`src/rtl/alu_ctrl_decode.sv`:
```
// alu_ctrl_decode: RV32I decoder driving ALUOp/operand selects behind a one-entry valid/ready stage.
module alu_ctrl_decode #(
    parameter int         XLEN       = 32,
    parameter logic [3:0] ILLEGAL_OP = 4'b0000
) (
    input  logic            clk,
    input  logic            rst_n,
    input  logic            in_valid,
    output logic            in_ready,
    input  logic [XLEN-1:0] instr,
    input  logic [XLEN-1:0] pc_in,
    input  logic            flush,
    output logic            out_valid,
    input  logic            out_ready,
    output logic [3:0]      alu_op,
    output logic            a_sel_pc,
    output logic            b_sel_imm,
    output logic [XLEN-1:0] imm,
    output logic [4:0]      rs1,
    output logic [4:0]      rs2,
    output logic [4:0]      rd,
    output logic            reg_write,
    output logic            mem_read,
    output logic            mem_write,
    output logic            branch,
    output logic            jump,
    output logic [2:0]      funct3,
    output logic            illegal,
    output logic [XLEN-1:0] pc_out
);
    localparam logic [6:0] OP_R   = 7'b0110011;
    localparam logic [6:0] OP_I   = 7'b0010011;
    localparam logic [6:0] LOAD   = 7'b0000011;
    localparam logic [6:0] STORE  = 7'b0100011;
    localparam logic [6:0] BRANCH = 7'b1100011;
    localparam logic [6:0] LUI    = 7'b0110111;
    localparam logic [6:0] AUIPC  = 7'b0010111;
    localparam logic [6:0] JAL    = 7'b1101111;
    localparam logic [6:0] JALR   = 7'b1100111;

    typedef struct packed {
        logic [3:0]      alu_op;
        logic            a_sel_pc;
        logic            b_sel_imm;
        logic [XLEN-1:0] imm;
        logic [4:0]      rs1;
        logic [4:0]      rs2;
        logic [4:0]      rd;
        logic            reg_write;
        logic            mem_read;
        logic            mem_write;
        logic            branch;
        logic            jump;
        logic [2:0]      funct3;
        logic            illegal;
        logic [XLEN-1:0] pc;
    } bundle_t;

    typedef enum logic {EMPTY, FULL} state_t;

    state_t     state, state_nxt;
    bundle_t    dec, q;
    logic       bad, capture;
    logic [6:0] opc, f7;
    logic [2:0] f3;
    logic [XLEN-1:0] imm_i, imm_s, imm_b, imm_u, imm_j;

    assign opc   = instr[6:0];
    assign f3    = instr[14:12];
    assign f7    = instr[31:25];
    assign imm_i = {{20{instr[31]}}, instr[31:20]};
    assign imm_s = {{20{instr[31]}}, instr[31:25], instr[11:7]};
    assign imm_b = {{20{instr[31]}}, instr[7], instr[30:25], instr[11:8], 1'b0};
    assign imm_u = {instr[31:12], 12'b0};
    assign imm_j = {{12{instr[31]}}, instr[19:12], instr[20], instr[30:21], 1'b0};

    always_comb begin
        dec        = '0;
        bad        = 1'b0;
        dec.rs1    = instr[19:15];
        dec.rd     = instr[11:7];
        dec.funct3 = f3;
        dec.pc     = pc_in;
        case (opc)
            OP_R: begin
                dec.alu_op    = {f7[5], f3};
                dec.rs2       = instr[24:20];
                dec.reg_write = 1'b1;
                bad = !(f7 == 7'b0 || (f7 == 7'b0100000 && (f3 == 3'b000 || f3 == 3'b101)));
            end
            OP_I: begin
                dec.alu_op    = {f3 == 3'b101 && f7[5], f3};
                dec.b_sel_imm = 1'b1;
                dec.imm       = f3[1:0] == 2'b01 ? {27'b0, instr[24:20]} : imm_i;
                dec.reg_write = 1'b1;
                bad = (f3 == 3'b001 && f7 != 7'b0) ||
                      (f3 == 3'b101 && f7 != 7'b0 && f7 != 7'b0100000);
            end
            LOAD: begin
                dec.b_sel_imm = 1'b1;
                dec.imm       = imm_i;
                dec.reg_write = 1'b1;
                dec.mem_read  = 1'b1;
            end
            STORE: begin
                dec.b_sel_imm = 1'b1;
                dec.imm       = imm_s;
                dec.rs2       = instr[24:20];
                dec.mem_write = 1'b1;
            end
            BRANCH: begin
                // eq/ne compare by subtraction, lt/ge by signed or unsigned set-less-than
                dec.alu_op = f3[2] ? {3'b001, f3[1]} : 4'b1000;
                dec.imm    = imm_b;
                dec.rs2    = instr[24:20];
                dec.branch = 1'b1;
                bad        = f3[2:1] == 2'b01;
            end
            LUI: begin
                dec.alu_op    = 4'b1111;
                dec.b_sel_imm = 1'b1;
                dec.imm       = imm_u;
                dec.reg_write = 1'b1;
            end
            AUIPC: begin
                dec.a_sel_pc  = 1'b1;
                dec.b_sel_imm = 1'b1;
                dec.imm       = imm_u;
                dec.reg_write = 1'b1;
            end
            JAL: begin
                dec.a_sel_pc  = 1'b1;
                dec.b_sel_imm = 1'b1;
                dec.imm       = imm_j;
                dec.reg_write = 1'b1;
                dec.jump      = 1'b1;
            end
            JALR: begin
                dec.b_sel_imm = 1'b1;
                dec.imm       = imm_i;
                dec.reg_write = 1'b1;
                dec.jump      = 1'b1;
                bad           = f3 != 3'b000;
            end
            default: bad = 1'b1;
        endcase
        dec.illegal = bad;
        dec.alu_op  = bad ? ILLEGAL_OP : dec.alu_op;
        {dec.mem_read, dec.mem_write, dec.branch, dec.jump} =
            bad ? 4'b0 : {dec.mem_read, dec.mem_write, dec.branch, dec.jump};
        dec.reg_write = dec.reg_write && !bad && dec.rd != 5'd0;
    end

    always_ff @(posedge clk or negedge rst_n) begin
        if (!rst_n) state <= EMPTY;
        else        state <= state_nxt;
    end

    always_comb begin
        capture   = in_valid && in_ready && !flush;
        state_nxt = flush ? EMPTY : capture ? FULL : out_ready ? EMPTY : state;
    end

    always_comb begin
        out_valid = state == FULL;
        in_ready  = state == EMPTY || out_ready;
    end

    always_ff @(posedge clk or negedge rst_n) begin
        if (!rst_n)       q <= '0;
        else if (capture) q <= dec;
    end

    assign {alu_op, a_sel_pc, b_sel_imm, imm, rs1, rs2, rd, reg_write, mem_read,
            mem_write, branch, jump, funct3, illegal, pc_out} = q;
endmodule

```
`config.mk`:
```
export PLATFORM = sky130hd
export DESIGN_NAME = alu_ctrl_decode
export DESIGN_NICKNAME = d
export VERILOG_FILES = /design/src/rtl/alu_ctrl_decode.sv
export SDC_FILE = /design/constraint.sdc
export NUM_CORES = 1
export LEC_CHECK = 0
export BUFFER_PORTS_ARGS = -buffer_cell sky130_fd_sc_hd__buf_2
export CAP_MARGIN = 20
export CORE_ASPECT_RATIO = 0.7
export CORE_MARGIN = 10
export CORE_UTILIZATION = 35
export CTS_BUF_LIST = sky130_fd_sc_hd__clkbuf_4
export DETAILED_ROUTE_END_ITERATION = 16
export PLACE_DENSITY = 0.63
export SLEW_MARGIN = 20
export SYNTH_ARGS = -nofsm -noshare
export SYNTH_HDL_FRONTEND = slang
export SYNTH_SLANG_ARGS = --single-unit
export TNS_END_PERCENT = 100
```
`constraint.sdc`:
```
create_clock -name clk -period 2.08 [get_ports clk]
set_input_delay 0.52 -clock clk [delete_from_list [all_inputs] [get_ports clk]]
set_output_delay 0.52 -clock clk [all_outputs]
set_load 0.005 [all_outputs]
```
-- Word level (Yosys, flattened, before mapping)
Index checks and enable logic that the tools add are counted.
- bits in registers: 95
- bits in latches: 0
- memory bits (writable): 0
- memory bits (read-only): 0
- input bits: 69
- memories: 0
- $add $sub $neg: 0
- multipliers: 0
- divide/modulo/power cells: 0
- $lt $le $gt $ge: 0
- equality and inequality tests: 15
- shift operators: 0
- mux-type cells: 18
- bitwise operators: 1
- reductions and logical operators: 30
- operators with widths (operator ; number):
    $pmux W32 S6 ; 1
    $mux W32 ; 1
    $eq A7 B6 Y1 const B ; 4
    $eq A7 B7 Y1 const B ; 3
    $pmux W4 S4 ; 1
    $eq A7 B5 Y1 const B ; 2
    $reduce_or A7 Y1 ; 2
    $mux W4 ; 3
    $mux W1 ; 10
    $logic_and A1 B1 Y1 ; 9
    $reduce_or A2 Y1 ; 4
    $eq A7 B2 Y1 const B ; 1
    $logic_not A7 Y1 ; 1
    $ne A7 B6 Y1 const B ; 1
    $reduce_bool A7 Y1 ; 1
    $reduce_bool A3 Y1 ; 2
    $mux W5 ; 1
    $pmux W1 S5 ; 1
    $reduce_bool A5 Y1 ; 1
    $reduce_or A5 Y1 ; 1
    $eq A2 B1 Y1 const B ; 2
    $logic_or A1 B1 Y1 ; 4
    $eq A3 B1 Y1 const B ; 1
    $eq A3 B3 Y1 const B ; 1
    other kinds (4) ; 6

-- Depth between registers and ports, before layout
Gate-level depths: netlist (run 1).
- word-level depth: 9
- mapped depth: 7
- depth with buffers taken out: 6

-- Least setup slack after synthesis (run 1)
OpenSTA, ideal clock, no wires.
- kind: input to register
- start point: in instr[2]
- end point: reg q (netlist bit imm[21])
- arrival time: 1985 ps
- data required time: 2014 ps
- path slack: 29 ps
- stages: 7
- buffers on the path: 2
- cell sequence: buf_6 > or3_4 > a21o_1 > a211o_1 > a211oi_2 > buf_4 > a221o_1
- cells in the longest elaborated chain, start to end: 3
- elaborated cells between the ends (all ways): 11
- RTL lines (item ; RTL line ; RTL):
    start, declared ; 10 ; input logic [XLEN-1:0] instr,
    $eq A7 B7 Y1 (tied with other cells) ; 84 ; case (opc)
    $reduce_or A2 Y1 (no line) ; n/a ;
    $pmux W32 S6 (*) ; 84 ;
    end signal, assigned ; 170 ; if (!rst_n) q <= '0;
    end signal, assigned ; 171 ; else if (capture) q <= dec;
    end, declared ; 62 ; bundle_t dec, q;
Mark *: on every way between the ends. The rest lies on a longest branch, timed or not.
A chain may end at the register's enable or synchronous reset.

-- Final worst setup path (run 1)
- start point: reg state (netlist: out_valid)
- end point: reg q (netlist bit imm[14])
- cells in the longest elaborated chain, start to end: 4
- RTL lines (item ; RTL line ; RTL):
    start, declared ; 61 ; state_t state, state_nxt;
    start signal, assigned ; 156 ; else state <= state_nxt;
    $not A1 Y1 ; 166 ; in_ready = state == EMPTY || out_ready;
    $logic_or A1 B1 Y1 ; 166 ;
    $logic_and A1 B1 Y1 (2 in a row) ; 160 ; capture = in_valid && in_ready && !flush;
No other way between the ends.

==> results by group, run 1 <==
Timing
  • Unrepaired setup endpoints after global routing: no
  • Slew @ Worst Pin: 0.502 ns
  • Final period util: 92.7%
  • Hold Violations, Final: 0
  • Post-route setup slack: 0.153 ns
  • Hold WS: 0.243 ns
  • Max Slew Vio Count: 0
  • Relative slew margins: 66.6%
  • # setup viols final: 0
  • Clock skew: 0.0190 ns
  • Tmin final: 1.93 ns
  • F_max: 519 MHz

Global routing
  • Global-route wire length before repair: 21.8 mm
  • Initial antenna violation count: 1
  • Total global-route track usage: 16.8%
  • Largest net degree at the start of global routing: 46
  • Overflow after GRT: 0
  • Vias in the first global route: 3813

Cells and area
  • Fillers: 1104
  • Most frequent cells in the layout: 163 x buf_2, 158 x nand2_1, 95 x dfrtp_1, 43 x buf_4, 22 x o21ai_0
  • Layout cells sized above 1: 37.1%
  • Fin cells: 776
  • Multi-input logic area: 0.00159 mm2
  • Finished Cell Area: 0.00552 mm2
  • Syn-to-layout area delta: 35.5%
  • Fin util: 49.3%
  • Register Area: 0.00238 mm2
  • Final nets: 686
  • Most common cell after layout, fill and taps aside: buf_2

Critical path
  • Max stage delay on crit path: 0.39 ns
  • CP Data Required Time: 2.46 ns
  • Crit path buf inv count: 2
  • Arrival time at the worst endpoint: 2.31 ns
  • Crit path max fanout: 17
  • CP Launch Type: flop
  • Crit-path slowest cell: dfrtp_1
  • Crit Path Category: reg -> reg
  • Crit-path cells: nor2b_1 -> inv_1 -> nand3b_1 -> buf_12 -> a211o_1 -> a21oi_2 -> a221o_1
  • CP top delay family: compound AO/OA/AOI/OAI gates
  • Worst setup EP type: flop

Detailed routing
  • DRT Pass-1 Iters: 5
  • Final ANT Viol Nets: 0
  • Vias/cell: 4.97
  • Drt drc: 0
  • Detailed Route Iter0 Violations: 243
  • Wire per inst: 17.9 um
  • Final WL: 13.9 mm
  • Vias: 3855

Power
  • Max VDD drop: 0.351 mV
  • Static leakage: 3.01 nW
  • Power Density: 661 mW/mm2

Worst hold path
  • Hold Path Class: in -> reg

Synthesis
  • Syn Area/Cell: 9.68 um2
  • EDFF count, synth: 0
  • Async S/R FF share, synth: 100%
  • Post-Synthesis Cells: 421
  • Register area share after synthesis: 58.3%
  • Yosys cell types: 48
  • Number of synthesized register bits: 95
  • Top_reg_cell synth: dfrtp_1
  • Syn nets: 490
  • Synth warn: 0
  • Synthesized area: 0.00408 mm2

CTS
  • TritonCTS clock tree: done
  • Inserted Clock Buffers: 9
  • Post-CTS setup buffers: 0
  • CTS Sinks: 95
  • H-tree depth: 3
  • Clk buf depth: 2
  • Clk slew on worst S/H paths: 0.16 ns
  • Latest clock arrival within the worst-skew pair: 0.45 ns
  • Clock root buffer: clkbuf_4

Floorplanning
  • Starting Density: 36.4%
  • Rows: 32
  • Die Wd: 149 um
  • DIE AREA: 0.0164 mm2
  • Placeable Area: 0.0112 mm2
  • Vert. Die Dim: 110 um
  • # IOs: 165

Placed design
  • Post-DP HPWL: 10.8 mm
  • DP Area: 0.00536 mm2
  • I/O Buffers: 164
  • Gpl congestion: 0.896
  • Cell total after placement: 758
  • DP Worst Slack: -0.159 ns

Outcome
  • Status: completed

Flow run
  • Max cap viols: 0
==> metrics by stage <==
| stage | power (mW) | setup TNS, ns |
|---|---|---|
| final | 3.65 | 0 |
| after global routing | 3.89 | 0 |
| after CTS | 3.72 | 0 |
| after detailed placement | 2.71 | -3.27 |
| after global placement | 2.69 | -3.03 |
| after floorplan | 2.32 | 0 |
==> state kept, by name, indices dropped and copies added (netlist names) <==
register   count
mem_read       1
b_sel_imm      1
out_valid      1
reg_write      1
illegal        1
imm           32
funct3         3
pc_out        32
jump           1
branch         1
a_sel_pc       1
rd             5
alu_op         4
rs1            5
mem_write      1
rs2            5
==> cells by family (layout without fill, tap and decap cells) <==
family | after synthesis | after routing | synth area share, %
AOI/OAI and AO/OA | 91 | 91 | 17.2
xor gates and xnor gates | 1 | 1 | 0.215
buffers and inverters | 30 | 231 | 3.07
DFF | 95 | 95 | 58.3
muxes | 1 | 1 | 0.276
other | 0 | 1 | 0
and+or+nand+nor | 203 | 203 | 20.9
==> area by class of cell <==
cell class / count / area share [%]
Multi-Input combinational cell: 296 / 28.7
Clock buffer: 9 / 1.22
Inverter: 5 / 0.340
Tap cell: 153 / 3.47
Clock inverter: 7 / 1.29
Antenna cell: 1 / 0.0453
Sequential cell: 95 / 43.0
Timing Repair Buffer: 210 / 21.9
==> worst register-to-register path: stages (launching register included) <==
cell      delay [ns]
dfrtp_1         0.39
nor2b_1         0.16
inv_1           0.08
nand3b_1        0.17
buf_12          0.21
a211o_1         0.32
a21oi_2         0.33
a221o_1         0.22
==> where the power goes <==
group          internal [mW]  leakage (nW)  switching, mW  total, mW
Clock                  0.367        0.0700          0.626      0.993
Combinational          0.262          1.69          0.345      0.607
Sequential              1.98          1.25         0.0686       2.05
Total                   2.61          3.01           1.04       3.65
==> Yosys cell counts (4+ instances only) <==
library cell,count,area [um2]
a211o_1,7,61.3
a221o_1,19,190
a22oi_1,5,37.5
nand2_1,158,593
nor3_1,4,20.0
nor2_1,16,60.1
inv_1,5,18.8
a22o_1,11,96.3
nand2b_1,5,31.3
o21ai_0,22,110
a21oi_1,6,30.0
dfrtp_1,95,2380
nand3_1,4,20.0
clkbuf_1,22,82.6
==> what timing repair did <==
| action | in CTS | in global routing |
|---|---|---|
| endpoints found under the hold margin | 5 | 0 |
| hold buffers | 1 | 0 |
| setup endpoints to repair | 0 | 6 |
| gates resized for setup | 0 | 1 |
==> final timing paths <==
check	cells after the start	slack, ns	start	endpoint
min in group asynchronous	2	0.57	rst_n	imm[21]$_DFFE_PN0P_
hold / removal	3	0.24	pc_in[30]	pc_out[30]$_DFFE_PN0P_
hold reg to reg	2	0.49	pc_out[8]$_DFFE_PN0P_	pc_out[8]$_DFFE_PN0P_
setup reg to reg	7	0.15	out_valid$_DFFE_PN0P_	imm[14]$_DFFE_PN0P_
setup / recovery	7	0.15	out_valid$_DFFE_PN0P_	imm[14]$_DFFE_PN0P_
max in group asynchronous	3	0.88	rst_n	mem_read$_DFFE_PN0P_
==> layer usage <==
layer | share of wire [%] | track usage [%] | wire length (um) | vias up
met5 | 0 | 0 | 0 | -
met4 | 0.99 | 4.54 | 137 | 0
met1 | 46 | 23.2 | 6440 | 1851
met2 | 45 | 24.9 | 6170 | 142
li1 | - | - | - | 1851
met3 | 8.0 | 5.33 | 1110 | 11
(Power assumes the default switching activity.)
==> run 2: changes to the inputs <==
- CAP_MARGIN: 20 -> unset
- PLACE_DENSITY: 0.63 -> unset
==> results by group, run 2 (same netlist as run 1, synthesis figures left out) <==
Critical path
  • Crit-path slowest cell: dfrtp_1 (unchanged)
  • Max stage delay on crit path: 0.39 ns (about the same)
  • Crit Reg-Reg Startpoint: out_valid$_DFFE_PN0P_ (unchanged)
  • Crit Path Category: reg -> reg (unchanged)
  • Reg-to-reg slack, setup: 0.17 ns (was 0.15 ns)
  • Worst Setup SP: out_valid$_DFFE_PN0P_ (unchanged)
  • Crit path max fanout: 8 (was 17)
  • Cell mode on critical path: buf_4
  • CP Launch Type: flop (unchanged)
  • Worst setup EP type: flop (unchanged)
  • R2r endpoint: imm[16]$_DFFE_PN0P_ (was imm[14]$_DFFE_PN0P_)
  • Crit path to: imm[16]$_DFFE_PN0P_ (was imm[14]$_DFFE_PN0P_)
  • Worst Reg-to-Reg Cells: 8 (was 7)
  • Arrival time at the worst endpoint: 2.29 ns (was 2.31 ns)
  • Crit-path cells: nor2b_1 -> inv_1 -> nand3b_1 -> buf_4 -> a211o_1 -> buf_4 -> a21oi_4 -> a221o_1 (was nor2b_1 -> inv_1 -> nand3b_1 -> buf_12 -> a211o_1 -> a21oi_2 -> a221o_1)
  • CP Data Required Time: 2.46 ns (about the same)

Global routing
  • Vias in the first global route: 3961 (was 3813)
  • Overflow after GRT: 0 (unchanged)
  • Total global-route track usage: 17.0% (was 16.8%)
  • Largest net degree at the start of global routing: 46 (unchanged)
  • Global-route wire length before repair: 22.0 mm (was 21.8 mm)
  • Initial antenna violation count: 1 (unchanged)

Power
  • Static leakage: 3.01 nW (about the same)
  • Max VDD drop: 0.375 mV (was 0.351 mV)
  • Total chip power: 3.67 mW (was 3.65 mW)
  • Power Density: 664 mW/mm2 (was 661 mW/mm2)

CTS
  • TritonCTS clock tree: done (unchanged)
  • Clk buf depth: 2 (unchanged)
  • H-tree depth: 3 (unchanged)
  • Clk slew on worst S/H paths: 0.15 ns (was 0.16 ns)
  • Clock root buffer: clkbuf_4 (unchanged)
  • Latest clock arrival within the worst-skew pair: 0.44 ns (was 0.45 ns)
  • CTS Hold Buffers Added: 0 (was 1)
  • CTS Sinks: 95 (unchanged)
  • Inserted Clock Buffers: 9 (unchanged)

Cells and area
  • Layout cells sized above 1: 37.2% (was 37.1%)
  • Most common cell after layout, fill and taps aside: buf_2 (unchanged)
  • Fillers: 1114 (was 1104)
  • Register Area: 0.00238 mm2 (unchanged)
  • Multi-input logic area: 0.00159 mm2 (about the same)
  • Fin cells: 775 (was 776)
  • Fin util: 49.2% (was 49.3%)
  • Most frequent cells in the layout: 163 x buf_2, 158 x nand2_1, 95 x dfrtp_1, 44 x buf_4, 22 x o21ai_0 (was 163 x buf_2, 158 x nand2_1, 95 x dfrtp_1, 43 x buf_4, 22 x o21ai_0)
  • Syn-to-layout area delta: 35.4% (was 35.5%)
  • Final nets: 686 (unchanged)

Timing
  • Hold Violations, Final: 0 (unchanged)
  • Hold WS: 0.0399 ns (was 0.243 ns)
  • Slew @ Worst Pin: 0.520 ns (was 0.502 ns)
  • Final period util: 91.6% (was 92.7%)
  • # setup viols final: 0 (unchanged)
  • Tmin final: 1.91 ns (was 1.93 ns)
  • Max Slew Vio Count: 0 (unchanged)
  • Unrepaired setup endpoints after global routing: no (unchanged)
  • Relative slew margins: 65.0% (was 66.6%)
  • Post-route setup slack: 0.174 ns (was 0.153 ns)
  • F_max: 525 MHz (was 519 MHz)
  • Clock skew: 0.0114 ns (was 0.0190 ns)

Detailed routing
  • Detailed Route Iter0 Violations: 202 (was 243)
  • Wire per inst: 18.2 um (was 17.9 um)
  • DRT Pass-1 Iters: 7 (was 5)
  • Vias/cell: 4.96 (was 4.97)
  • Final WL: 14.1 mm (was 13.9 mm)
  • Vias: 3841 (was 3855)
  • Drt drc: 0 (unchanged)
  • Final ANT Viol Nets: 0 (unchanged)

Floorplanning
  • Rows: 32 (unchanged)
  • Die Wd: 149 um (unchanged)
  • DIE AREA: 0.0164 mm2 (unchanged)
  • Vert. Die Dim: 110 um (unchanged)
  • Starting Density: 36.4% (unchanged)
  • # IOs: 165 (unchanged)
  • Placeable Area: 0.0112 mm2 (unchanged)

Flow run
  • Max cap viols: 0 (unchanged)

Placed design
  • Cell total after placement: 759 (was 758)
  • DP Worst Slack: -0.348 ns (was -0.159 ns)
  • Post-DP HPWL: 11.0 mm (was 10.8 mm)
  • Gpl congestion: 0.934 (was 0.896)
  • I/O Buffers: 164 (unchanged)

Worst hold path
  • Hold Path Class: in -> async (was in -> reg)

Outcome
  • Status: completed (unchanged)
==> run 2: worst max-delay path, delay by kind of cell (launching register included) <==
family / cells / cell delay [ns]
compound gates: 3 / 0.78
buf+inv: 3 / 0.43
flops: 1 / 0.39
simple gates: 2 / 0.26
==> run 2: metal layers <==
metal | vias to the layer above | part of all wire [%] | GRT usage, %
li1 | 1849 | - | -
met2 | 151 | 45 | 25.7
met5 | - | 0 | 0
met1 | 1832 | 43 | 22.3
met4 | 0 | 1.1 | 5.03
met3 | 9 | 11 | 6.47
==> run 2: what timing repair did <==
action | 4_1_cts | 5_1_grt
gates resized for setup | 0 | 2
setup buffers | 0 | 0
setup endpoints to repair | 0 | 14
==> run 2: worst min-delay path by stage <==
stage | start | to | slack (ns) | depth (start not counted)
final | rst_n | rd[0]$_DFFE_PN0P_ | 0.04 | 1
after global routing | rst_n | rd[0]$_DFFE_PN0P_ | 0.03 | 1
after CTS | rst_n | imm[16]$_DFFE_PN0P_ | 0.01 | 1
after detailed placement | rs1[2]$_DFFE_PN0P_ | rs1[2]$_DFFE_PN0P_ | 0.46 | 2
after global placement | pc_out[9]$_DFFE_PN0P_ | pc_out[9]$_DFFE_PN0P_ | 0.45 | 2
after floorplan | rst_n | a_sel_pc$_DFFE_PN0P_ | 0.22 | 0
==> run 2: area by class of cell <==
type / instances / area share (%)
diodes: 1 / 0.0453
clock buffers: 11 / 1.50
clock inverters: 4 / 0.861
inverters: 5 / 0.340
multi-input cells: 296 / 28.9
flip-flops and latches: 95 / 43.1
well taps: 153 / 3.47
repair buffers: 210 / 21.9
==> run 2: through the flow <==
step	TNS (ns)	area, um2
2_1_floorplan	0	4080
3_3_place_gp	-7.42	5370
3_5_place_dp	-6.82	5370
4_1_cts	0	5500
5_1_grt	0	5520
6_report	0	5520
==> run 2: power by group <==
part	leakage, nW	switching, mW	internal (mW)
Clock	0.0743	0.604	0.386
Sequential	1.25	0.0705	1.98
Combinational	1.69	0.351	0.270
Total	3.01	1.03	2.64
==> run 3: changes to the inputs <==
- CORE_MARGIN: 10 -> 1.5
- clock period: 2.08 -> 1.6 ns (I/O delays scaled with it)
==> results by group, run 3 (same netlist as run 1, synthesis figures left out) <==
Detailed routing
  • Wire per inst: 16.1 um (was 18.2 um)
  • Met3 routed WL: 850 um (was 1.49 mm)
  • Final ANT Viol Nets: 0 (unchanged)
  • Vias/cell: 4.94 (was 4.96)
  • Max layer used: met4 (unchanged)
  • Drt drc: 0 (unchanged)
  • Routed length on met2: 5.63 mm (was 6.35 mm)
  • DRT Pass-1 Iters: 5 (was 7)
  • Detailed Route Iter0 Violations: 228 (was 202)
  • Routed met1 length: 6.43 mm (was 6.07 mm)
  • Final WL: 13.1 mm (was 14.1 mm)
  • Vias: 4022 (was 3841)

Cells and area
  • Most frequent cells in the layout: 163 x buf_2, 158 x nand2_1, 95 x dfrtp_1, 76 x buf_4, 19 x a221o_1 (was 163 x buf_2, 158 x nand2_1, 95 x dfrtp_1, 44 x buf_4, 22 x o21ai_0)
  • Syn-to-layout area delta: 47.1% (was 35.4%)
  • Most common cell after layout, fill and taps aside: buf_2 (unchanged)
  • Final nets: 725 (was 686)
  • Ant diodes: 0 (was 1)
  • Layout cells sized above 1: 43.0% (was 37.2%)
  • Fillers: 1034 (was 1114)

Timing
  • Setup TNS: -3.57 ns (was 0 ns)
  • F_max: 563 MHz (was 525 MHz)
  • Post-route setup slack: -0.175 ns (was 0.174 ns)
  • Hold Violations, Final: 0 (unchanged)
  • Max Slew Vio Count: 0 (unchanged)
  • Relative slew margins: 62.3% (was 65.0%)
  • Tmin final: 1.77 ns (was 1.91 ns)
  • Slew @ Worst Pin: 0.552 ns (was 0.520 ns)
  • Clock skew: 0.0225 ns (was 0.0114 ns)
  • Unrepaired setup endpoints after global routing: yes (was no)
  • # setup viols final: 45 (was 0)
  • Final period util: 111% (was 91.6%)
  • Hold WS: 0.124 ns (was 0.0399 ns)

Placed design
  • Post-DP HPWL: 9.88 mm (was 11.0 mm)
  • Gpl congestion: 0.870 (was 0.934)
  • I/O Buffers: 164 (unchanged)

CTS
  • Clk buf depth: 2 (unchanged)
  • Latest clock arrival within the worst-skew pair: 0.45 ns (was 0.44 ns)
  • Clock root buffer: clkbuf_4 (unchanged)
  • H-tree depth: 3 (unchanged)
  • CTS Sinks: 95 (unchanged)
  • Clk slew on worst S/H paths: 0.16 ns (was 0.15 ns)
  • Inserted Clock Buffers: 9 (unchanged)
  • TritonCTS clock tree: done (unchanged)

Power
  • Static leakage: 3.26 nW (was 3.01 nW)
  • Max VDD drop: 0.407 mV (was 0.375 mV)
  • Power Density: 844 mW/mm2 (was 664 mW/mm2)
  • Total chip power: 5.06 mW (was 3.67 mW)

Global routing
  • Initial antenna violation count: 0 (was 1)
  • Vias in the first global route: 3873 (was 3961)
  • Overflow after GRT: 0 (unchanged)
  • Largest net degree at the start of global routing: 40 (was 46)
  • Global-route wire length before repair: 20.4 mm (was 22.0 mm)
  • Total global-route track usage: 21.3% (was 17.0%)

Critical path
  • CP Launch Type: flop (unchanged)
  • Crit Path Category: reg -> reg (unchanged)
  • Arrival time at the worst endpoint: 2.15 ns (was 2.29 ns)
  • Worst setup EP type: flop (unchanged)
  • Worst Setup SP: out_valid$_DFFE_PN0P_ (unchanged)
  • Crit Reg-Reg Startpoint: out_valid$_DFFE_PN0P_ (unchanged)
  • Crit path max fanout: 8 (unchanged)
  • CP Data Required Time: 1.98 ns (was 2.46 ns)

Outcome
  • Violated checks: negative setup slack
  • Status: finished with violations (was completed)

Worst hold path
  • Hold path startpoint: pc_in[18]
  • Hold Path Class: in -> reg (was in -> async)

Floorplanning
  • Starting Density: 36.5% (was 36.4%)
  • Rows: 32 (unchanged)
  • DIE AREA: 0.0123 mm2 (was 0.0164 mm2)
  • Placeable Area: 0.0112 mm2 (about the same)
  • Die Wd: 132 um (was 149 um)
  • # IOs: 165 (unchanged)
  • Vert. Die Dim: 93.3 um (was 110 um)

Flow run
  • Max cap viols: 0 (unchanged)
[run 3: changes by cell type in the layout (fill, tap and decap cells not counted), moves of 2 or more]
cell / delta
o21ai_0: -8
buf_12: +3
o21ai_1: +4
nor2_2: +3
nor2_1: -3
clkbuf_16: +2
o21ai_2: +4
buf_4: +32
[run 3: timing repair]
| item | 4_1_cts | 5_1_grt |
|---|---|---|
| hold buffers | 1 | 0 |
| resized for setup | 14 | 14 |
| endpoints found under the setup margin | 75 | 79 |
| pin swaps | 14 | 6 |
| cloned | 0 | 2 |
| hold endpoints to repair | 27 | 0 |
| setup buffers | 2 | 1 |
[run 3: metal layers]
metal	vias to the layer above	GRT usage (%)
met4	0	6.20
met2	145	31.2
li1	1923	-
met5	-	0
met1	1938	30.9
met3	16	5.69
[run 3: metrics by stage]
stage               worst slack [ns]  util [%]  instance area (um2)  std cells
floorplan                     -0.254         -                 4110        421
global placement              -0.773      50.4                 5640        792
detailed placement            -0.707      50.4                 5640        792
CTS                           -0.181      52.7                 5890        811
global route                  -0.315      53.7                 5990        814
finish                        -0.175      53.7                 5990        814
[run 3: critical path: stages, from the launching register on]
cell      delay [ns]
dfrtp_1         0.41
nor2b_4         0.13
inv_2           0.05
nand3b_1        0.19
buf_4           0.23
a211oi_2        0.24
o311a_1         0.20
buf_4           0.15
a221o_1         0.12
[run 3: worst paths after layout]
check,end,slack [ns],cells past startpoint
min reg2reg,rd[0]$_DFFE_PN0P_,0.48,2
min in group asynchronous,rs2[3]$_DFFE_PN0P_,0.41,2
min,pc_out[18]$_DFFE_PN0P_,0.12,3
max reg2reg,imm[13]$_DFFE_PN0P_,-0.17,8
max,imm[13]$_DFFE_PN0P_,-0.17,8
max in group asynchronous,pc_out[7]$_DFFE_PN0P_,0.61,3
[run 3: area by class of cell]
| type | instances | area [um2] | share of cell area (%) |
|---|---|---|---|
| Clock inverter | 6 | 93.8 | 1.57 |
| Multi-Input combinational cell | 296 | 1660 | 27.7 |
| Sequential cell | 95 | 2380 | 39.7 |
| Timing Repair Buffer | 249 | 1580 | 26.3 |
| Inverter | 5 | 18.8 | 0.313 |
| Tap cell | 153 | 191 | 3.19 |
| Clock buffer | 10 | 75.1 | 1.25 |
[run 3: report_power, final]
group / total, mW / internal, mW / switching, mW
logic: 0.884 / 0.420 / 0.464
registers: 2.67 / 2.58 / 0.0936
clock network: 1.50 / 0.666 / 0.835
